==> config.mk <==
export PLATFORM = sky130hd
export DESIGN_NAME = pll_lock_supervisor
export DESIGN_NICKNAME = d
export VERILOG_FILES = /design/src/rtl/pll_lock_supervisor.sv
export SDC_FILE = /design/constraint.sdc
export NUM_CORES = 1
export LEC_CHECK = 0
export ABC_AREA = 1
export ABC_CLOCK_PERIOD_IN_PS = 1750
export CAP_MARGIN = 20
export CORE_ASPECT_RATIO = 2
export CORE_UTILIZATION = 50
export CTS_CLUSTER_SIZE = 16
export DETAILED_ROUTE_END_ITERATION = 16
export PLACE_DENSITY = 0.76
export SLEW_MARGIN = 10
export SYNTH_ARGS = -nofsm -noshare
export SYNTH_HDL_FRONTEND = slang
export SYNTH_SLANG_ARGS = --single-unit
==> constraint.sdc <==
create_clock -name sys_clk_i -period 1.75 [get_ports sys_clk_i]
set_clock_uncertainty 0.05 [all_clocks]
set_input_delay 0.4375 -clock sys_clk_i [delete_from_list [all_inputs] [get_ports sys_clk_i]]
set_output_delay 0.4375 -clock sys_clk_i [all_outputs]
set_load 0.01 [all_outputs]
==> src/rtl/pll_lock_supervisor.sv <==
// -----------------------------------------------------------------------------
// pll_lock_supervisor
//
// Purpose:
//   Sequences bring-up and recovery of the on-chip PLL (27 MHz in, 120 MHz
//   out). It pulses the PLL RESET pin, waits for the asynchronous LOCK output,
//   and requires lock to stay continuously high for a programmed interval
//   before raising clk_ready. A lock that never arrives is retried a bounded
//   number of times, after which the block parks in FAULT until cleared.
//   Everything runs on the 27 MHz board clock, never on the PLL output, so
//   the supervisor keeps working while the PLL is unlocked or stopped.
//
// Parameters:
//   RST_PULSE_CYCLES    PLL reset pulse length in sys_clk cycles (>= 1)
//   LOCK_TIMEOUT_CYCLES cycles to wait for lock after reset release (>= 2)
//   STABLE_CYCLES       consecutive locked cycles required before ready (>= 1)
//   MAX_RETRIES         timeout-driven retries before FAULT (0..15)
//
// Ports:
//   sys_clk_i        27 MHz board clock, the only clock
//   sys_rst_i        asynchronous active-high reset
//   pll_lock_i       raw PLL LOCK (asynchronous, synchronized here)
//   force_relock_i   single-cycle request to reset and relock the PLL
//   fault_clear_i    single-cycle request to leave FAULT
//   pll_reset_o      PLL RESET pin, active-high
//   clk_ready_o      PLL clock valid, high exactly while in RUNNING
//   fault_o          retries exhausted, high exactly while in FAULT
//   state_o          current state encoding (0..4)
//   retry_cnt_o      timeout retries consumed since the last successful lock
//   lock_loss_cnt_o  saturating count of lock losses seen in RUNNING
//
// Build option:
//   LOCK_LOSS_COUNTER_EN  when defined, lock_loss_cnt_o is an 8-bit saturating
//                         counter of RUNNING->RST_PLL transitions caused by a
//                         lock loss. When undefined it is tied to zero and no
//                         counter flops exist.
//
// State encodings 5..7 are never produced; if one is ever held (upset), the
// next edge returns the machine to RST_PLL.
// -----------------------------------------------------------------------------
module pll_lock_supervisor #(
    parameter int unsigned RST_PULSE_CYCLES    = 27,
    parameter int unsigned LOCK_TIMEOUT_CYCLES = 27000,
    parameter int unsigned STABLE_CYCLES       = 2700,
    parameter int unsigned MAX_RETRIES         = 3
) (
    input  logic       sys_clk_i,
    input  logic       sys_rst_i,
    input  logic       pll_lock_i,
    input  logic       force_relock_i,
    input  logic       fault_clear_i,
    output logic       pll_reset_o,
    output logic       clk_ready_o,
    output logic       fault_o,
    output logic [2:0] state_o,
    output logic [3:0] retry_cnt_o,
    output logic [7:0] lock_loss_cnt_o
);

    // -------------------------------------------------------------------------
    // Counter sizing: one shared state timer wide enough for the largest
    // interval. It only ever needs to reach (interval - 1).
    // -------------------------------------------------------------------------
    localparam int unsigned MAX_AB = (RST_PULSE_CYCLES > LOCK_TIMEOUT_CYCLES) ?
                                     RST_PULSE_CYCLES : LOCK_TIMEOUT_CYCLES;
    localparam int unsigned MAX_P  = (MAX_AB > STABLE_CYCLES) ? MAX_AB : STABLE_CYCLES;
    localparam int unsigned CNT_W  = (MAX_P > 1) ? $clog2(MAX_P) : 1;

    localparam logic [CNT_W-1:0] RST_LAST    = CNT_W'(RST_PULSE_CYCLES - 1);
    localparam logic [CNT_W-1:0] TIMEOUT_LAST = CNT_W'(LOCK_TIMEOUT_CYCLES - 1);
    localparam logic [CNT_W-1:0] STABLE_LAST = CNT_W'(STABLE_CYCLES - 1);
    localparam logic [CNT_W-1:0] CNT_MAX     = {CNT_W{1'b1}};
    localparam logic [3:0]       RETRY_LIMIT = 4'(MAX_RETRIES);

    typedef enum logic [2:0] {
        ST_RST_PLL   = 3'd0,
        ST_WAIT_LOCK = 3'd1,
        ST_STABILIZE = 3'd2,
        ST_RUNNING   = 3'd3,
        ST_FAULT     = 3'd4
    } state_e;

    // Registers
    logic             sync_meta_q;
    logic             sync_lock_q;
    state_e           state_q;
    logic [CNT_W-1:0] cnt_q;
    logic [3:0]       retry_q;
    logic             pll_reset_q;
    logic             clk_ready_q;
    logic             fault_q;

    // Next-state values
    state_e           state_d;
    logic [CNT_W-1:0] cnt_d;
    logic [3:0]       retry_d;
    logic             pll_reset_d;
    logic             clk_ready_d;
    logic             fault_d;

    logic             lock_s;
    logic             relock_s;
    logic             restart_s;

    assign lock_s   = sync_lock_q;
    // force_relock acts everywhere except FAULT, where only fault_clear exits.
    assign relock_s = force_relock_i && (state_q != ST_FAULT);

    // Two-flop synchronizer for the asynchronous PLL LOCK output.
    always_ff @(posedge sys_clk_i or posedge sys_rst_i) begin
        if (sys_rst_i) begin
            sync_meta_q <= 1'b0;
            sync_lock_q <= 1'b0;
        end else begin
            sync_meta_q <= pll_lock_i;
            sync_lock_q <= sync_meta_q;
        end
    end

    // Next-state, retry bookkeeping and registered-output decode.
    always_comb begin
        state_d = state_q;
        retry_d = retry_q;

        if (relock_s) begin
            // Highest priority: overrides timeout, stabilize completion and
            // lock loss, and never consumes a retry.
            state_d = ST_RST_PLL;
        end else begin
            case (state_q)
                ST_RST_PLL: begin
                    if (cnt_q == RST_LAST) begin
                        state_d = ST_WAIT_LOCK;
                    end else begin
                        state_d = ST_RST_PLL;
                    end
                end
                ST_WAIT_LOCK: begin
                    if (lock_s) begin
                        state_d = ST_STABILIZE;
                    end else if (cnt_q == TIMEOUT_LAST) begin
                        if (retry_q == RETRY_LIMIT) begin
                            state_d = ST_FAULT;
                        end else begin
                            retry_d = retry_q + 4'd1;
                            state_d = ST_RST_PLL;
                        end
                    end else begin
                        state_d = ST_WAIT_LOCK;
                    end
                end
                ST_STABILIZE: begin
                    // A single dropped lock cycle restarts the whole wait; the
                    // retry budget is only spent on timeouts.
                    if (!lock_s) begin
                        state_d = ST_WAIT_LOCK;
                    end else if (cnt_q == STABLE_LAST) begin
                        state_d = ST_RUNNING;
                        retry_d = 4'd0;
                    end else begin
                        state_d = ST_STABILIZE;
                    end
                end
                ST_RUNNING: begin
                    if (!lock_s) begin
                        state_d = ST_RST_PLL;
                    end else begin
                        state_d = ST_RUNNING;
                    end
                end
                ST_FAULT: begin
                    if (fault_clear_i) begin
                        state_d = ST_RST_PLL;
                        retry_d = 4'd0;
                    end else begin
                        state_d = ST_FAULT;
                    end
                end
                default: begin
                    state_d = ST_RST_PLL;
                end
            endcase
        end

        // The timer restarts on every state change and on a relock request
        // issued while already in RST_PLL (which lengthens the pulse).
        restart_s = relock_s || (state_d != state_q);
        if (restart_s) begin
            cnt_d = {CNT_W{1'b0}};
        end else if (cnt_q != CNT_MAX) begin
            cnt_d = cnt_q + CNT_W'(1);
        end else begin
            cnt_d = cnt_q;
        end

        // Outputs are decoded from the next state so that the registered
        // copies change on the same edge as the state register.
        pll_reset_d = (state_d == ST_RST_PLL) || (state_d == ST_FAULT);
        clk_ready_d = (state_d == ST_RUNNING);
        fault_d     = (state_d == ST_FAULT);
    end

    // State machine, timer and output registers.
    always_ff @(posedge sys_clk_i or posedge sys_rst_i) begin
        if (sys_rst_i) begin
            state_q     <= ST_RST_PLL;
            cnt_q       <= {CNT_W{1'b0}};
            retry_q     <= 4'd0;
            pll_reset_q <= 1'b1;
            clk_ready_q <= 1'b0;
            fault_q     <= 1'b0;
        end else begin
            state_q     <= state_d;
            cnt_q       <= cnt_d;
            retry_q     <= retry_d;
            pll_reset_q <= pll_reset_d;
            clk_ready_q <= clk_ready_d;
            fault_q     <= fault_d;
        end
    end

    assign pll_reset_o = pll_reset_q;
    assign clk_ready_o = clk_ready_q;
    assign fault_o     = fault_q;
    assign state_o     = state_q;
    assign retry_cnt_o = retry_q;

`ifdef LOCK_LOSS_COUNTER_EN
    logic [7:0] lock_loss_q;
    logic       lock_loss_evt_s;

    // Only a genuine lock loss counts; a simultaneous force_relock takes the
    // transition and the event is not recorded.
    assign lock_loss_evt_s = (state_q == ST_RUNNING) && !lock_s && !force_relock_i;

    // Saturating lock-loss counter, cleared only by sys_rst.
    always_ff @(posedge sys_clk_i or posedge sys_rst_i) begin
        if (sys_rst_i) begin
            lock_loss_q <= 8'd0;
        end else if (lock_loss_evt_s && (lock_loss_q != 8'hFF)) begin
            lock_loss_q <= lock_loss_q + 8'd1;
        end else begin
            lock_loss_q <= lock_loss_q;
        end
    end

    assign lock_loss_cnt_o = lock_loss_q;
`else
    assign lock_loss_cnt_o = 8'd0;
`endif

endmodule

; ---- Yosys cells after proc, flatten, opt, wreduce, memory -nomap -nowiden
; Cells that the tools add are included.
[word_totals]
register_bits = 27
latch_bits = 0
ramBits = 0
mem_bits_ro = 0
input_bits = 5
out_inout_bits = 18
word_cells = 57
mem_count = 0
[op_classes]
add_sub_neg = 2
mul = 0
div = 0
n_lt_le_gt_ge = 0
n_eq_ne = 19
shift = 0
n_mux = 19
n_bitwise = 1
reduce_logical = 8
[op_table]
columns = op, n
row1 = $mux 15, 2
row2 = $mux 4, 6
row3 = $add 15x1->15 const B, 1
row4 = $eq 15x12->1 const B, 1
row5 = $eq 15x15->1 const B, 1
row6 = $eq 15x5->1 const B, 1
row7 = $mux 3, 5
row8 = $ne 15x15->1 const B, 1
row9 = $pmux 3 s5, 1
row10 = $ne 2x2->1 const B, 6
row11 = $pmux 4 s3, 1
row12 = $eq 3x2->1 const B, 3
row13 = $reduce_and 8->1, 1
row14 = $eq 3x3->1 const B, 2
row15 = $logic_not 3->1, 2
row16 = $add 4x1->4 const B, 1
row17 = $eq 4x2->1 const B, 1
row18 = $mux 2, 2
row19 = $eq 3x1->1 const B, 1
row20 = $ne 3x3->1, 1
row21 = $ne 3x3->1 const B, 1
row22 = $reduce_bool 3->1, 1
row23 = $logic_or 1x1->1, 2
row24 = $mux 1, 2
row25 = 3 further kinds, 3

; ---- Longest topological paths before layout
[depth]
word_depth = 9
mapped_depth = 13
depth_no_buf = 12

; ---- Least setup slack after synthesis
; No wires, ideal clock.
[synth_path]
path_type = reg-to-reg
startpoint = register cnt_q[1]
endpoint = register cnt_q[6]
setup_ns = 0.124
arrival_ns = 1.574
required_time_ns = 1.576
path_slack_ns = 0.002
path_stages_with_launch = 10
path_buffers = 0
period_less_slack_ns = 1.748
path_cell_list = dfrtp_1 ha_1 and3_1 nand3_1 inv_1 nand2_2 nand3_1 nor2_1 xor2_1 nor2_4
[synth_between]
elab_chain_cells = 8
elab_cells_between_ends = 17
cone_classes = add/sub: 1 / eq/ne: 5 / mux: 9 / reduce/logical: 2
[synth_rtl]
columns = element, line
row1 = "start, declared", 87  ; logic [CNT_W-1:0] cnt_q;
row2 = "start signal, assigned", 207  ; cnt_q <= {CNT_W{1'b0}};
row3 = "start signal, assigned", 214  ; cnt_q <= cnt_d;
row4 = $eq 15x12->1 or $eq 15x15->1 (tied branches), "157, 141"
row5 = $mux 1 or $mux 3 (tied branches), "157, 141"
row6 = $mux 2 or $mux 3 (tied branches), "155, 139"
row7 = $pmux 3 s5, 130  ; case (state_q)
row8 = $mux 3, 125  ; if (relock_s) begin
row9 = $ne 3x3->1, 187  ; restart_s = relock_s || (state_d != state_q);
row10 = $logic_or 1x1->1, 187
row11 = $mux 15 or $reduce_bool 2->1 (tied branches), --
; Several ways; a longest one is shown, not always the timed one. The select of a mux whose other input is x is not followed.
; A chain may end at the register's enable or synchronous reset.

; ---- Final worst setup path
[layout_path]
startpoint = register cnt_q[5]
endpoint = register cnt_q[12]
; Same word-level chain as after synthesis.

==> flow_summary.yaml <==
routing:
  vias_per_cell: 5.05
  drt_first_iter_violations: 35
  wl_per_cell_um: 12.6
  route.detailed.drc: 0
  num_vias: 1610
  dr.pass1.iters: 4
  wirelength_mm: 4.01
  ant_nets: 0
layout:
  drive_above_1_share_pct: 32.5
  fin_nets: 280
  final_cell_count_no_fill: 319
  final_core_util_pct: 67.5
  stdcell_area_um2: 2310
  syn2layout_area_growth_pct: 28.7
  n_antenna_cell: 0
yosys:
  seq_area_frac_synth_pct: 37.8
  synth_common_cells: "47 x nand2_1, 34 x nor2_1, 26 x dfrtp_1"
  yosys.area.top_type: "dfrtp_1"
  synth_area_um2: 1790
  synth_most_common_cell: "nand2_1"
  ys_async_sr_fraction_pct: 100
  avgSynthCellArea_um2: 7.62
  yosysWarnings: 0
  yosys-top-cells-area: "dfrtp_1 36%, nand2_1 9.8%, nor2_1 7.1%"
  synthFlopType: "dfrtp_1"
  synth_cells: 235
  ys_types: 33
  ys_ff_latch: 27
  yosysTopAreaCellShare_pct: 36.3
  synth_edf_count: 0
critical_path:
  critPathKind: "reg -> reg"
  path_max_fanout: 8
  regToRegSetupSlack_ns: -0.03
  r2r-start: "cnt_q[5]"
  start_kind: "flop"
  crit_required_ns: 1.91
  critical_path_arrival_ns: 1.93
  critPathCaptureType: "flop"
  rr_endpoint: "cnt_q[12]"
  reg2reg_depth: 12
cts:
  clock_latency_ns: 0.27
  cts_tree: "done"
  root_buffer: "clkbuf_8"
  cts_num_sinks: 27
  cts_buffers: 3
  clk_path_buf_depth: 2
  cts.clk_slew.worst_paths_ns: 0.09
  ctsHoldBuffers: 0
  htree_levels: 1
timing:
  worstMarginPinSlew_ns: 0.495
  slew_viol_final: 0
  setup_ws_ns: -0.0260
  slew_headroom_pct: 66.6
  fmax_mhz: 563
  rsz0062_at_grt: "true"
  hold_viol: 0
  finalSetupViolations: 15
  finalCritPeriodShare_pct: 101
  min_period_ns: 1.78
placed_design:
  place_area_um2: 2080
  numPortBuffers: 14
  hpwlAfterDp_mm: 2.79
  gp_congestion: 0.891
  dp.cells: 311
global_route:
  grt_remaining_overflow: 0
  antenna_found_initial: 0
  grt_pass1_wl_mm: 6.71
  grt_pass1_vias: 1593
  grt_max_degree: 28
  track_usage_pct: 23.2
hold_path:
  min-delay-start: "sync_meta_q"
  worstHoldEndpoint: "lock_s"
  min-delay-path-class: "reg -> reg"
  hold_depth: 0
floorplanning:
  die_w_um: 44.3
  dieHeight_um: 86.7
  rows: 30
  ios: 23
  start_util_pct: 52.5
  coreArea_um2: 3420
  die-area_um2: 3840
status:
  status: "finished, violations left"
  violations: "negative setup slack"
pwr:
  power.total_mw: 1.15
  ir_worst_vdd_uv: 417
  cellPowerDensity_nw_per_um2: 497
  power.leakage_nw: 1.06
job:
  maxCapViolCount: 0
==> registers in the layout, summed over array words and instances, names as in the netlist <==
signal       cells
sync_meta_q      1
fault_o          1
state_o          3
cnt_q           15
lock_s           1
clk_ready_o      1
retry_cnt_o      4
pll_reset_o      1
==> layout make-up <==
| type | instances | area [um2] |
|---|---|---|
| clock buffers | 4 | 45.0 |
| fillers | 300 | 1110 |
| inverters | 29 | 109 |
| multi-input cells | 177 | 1060 |
| flip-flops and latches | 27 | 688 |
| well taps | 48 | 60.1 |
| repair buffers | 34 | 342 |
==> cells by family (layout without fill, tap and decap cells) <==
kind of cell / after synthesis / in the layout / synth area share [%]
AND/OR/NAND/NOR: 138 / 138 / 39.8
other: 1 / 8 / 0.209
adder cells (fa/ha/maj): 3 / 3 / 2.10
buffers and inverters: 38 / 67 / 10.5
XOR/XNOR: 4 / 4 / 1.96
flip-flops: 27 / 27 / 37.8
AO/OA/AOI/OAI: 24 / 24 / 7.61
==> per-layer routing <==
layer  share of wire, %  up-vias  global-route usage, %  wire length, um
li1                   -      799                      -                -
met2                 59       31                   46.1             2380
met1                 35      769                   22.7             1410
met4                3.4        0                   8.54              138
met3                1.9       11                   2.50               78
met5                  0        -                      0                0
==> power breakdown <==
part	total, mW	internal (mW)	switching (mW)
clock network	0.353	0.163	0.190
logic	0.146	0.0658	0.0803
registers	0.647	0.634	0.0128
==> per-stage QoR <==
stage                     setup TNS, ns  hold slack, ns  setup slack [ns]
after CTS                       -0.0681           0.306           -0.0310
after global routing              -1.87           0.312            -0.142
after global placement            -3.31           0.290            -0.200
final                            -0.240           0.304           -0.0260
after floorplan                       0           0.281           0.00211
after detailed placement          -3.98           0.285            -0.258
==> worst max-delay path, cell delays in order, from the launching register on <==
cell and delay [ns]:
dfrtp_1 0.45, nand2_2 0.14, clkinv_1 0.11, nand3_1 0.11, nor2_2 0.05, nand2_2 0.09
nand2_4 0.07, nand2_2 0.06, nand2_2 0.06, nor2_4 0.13, nand3_4 0.12, buf_12 0.18
nor2_2 0.07
==> cells in the final DEF (no fill, tap or decap), types with 2 or more instances in the layout <==
cell type         n
nand3_1          21
clkdlybuf4s50_1   7
inv_2             7
nor2_4           14
nor2_2            8
nand2_2          11
or2_2             2
buf_4            16
nand2_4           2
o21ai_1           2
nand4_1           2
xor2_1            3
buf_12            2
nand2_1          42
ha_4              2
dfrtp_2           9
dlygate4sd2_1     4
nand3_2           2
clkbuf_8          3
o21ai_0          15
dfrtp_1          17
nor2_1           28
a21boi_0          2
inv_1            21
conb_1            8
dlymetal6s2s_1    3
==> repair_timing <==
item | in CTS | in global routing
endpoints found under the setup margin | 21 | 22
gates resized for setup | 11 | 38
cloned | 1 | 0
endpoints found under the hold margin | 0 | 0
buffers inserted | 2 | 1
pin swaps | 3 | 3
==> worst max path at each step <==
| stage | from | to | depth (start not counted) | slack (ns) |
|---|---|---|---|---|
| final | cnt_q[5] | cnt_q[12] | 12 | -0.03 |
| after global routing | cnt_q[1] | cnt_q[13] | 11 | -0.14 |
| after CTS | cnt_q[0] | cnt_q[6] | 9 | -0.03 |
| after detailed placement | force_relock_i | cnt_q[12] | 9 | -0.26 |
| after global placement | force_relock_i | cnt_q[12] | 9 | -0.20 |
| after floorplan | cnt_q[1] | cnt_q[6] | 9 | 0.002 |
Note: power is estimated with default switching activity, not from simulation.
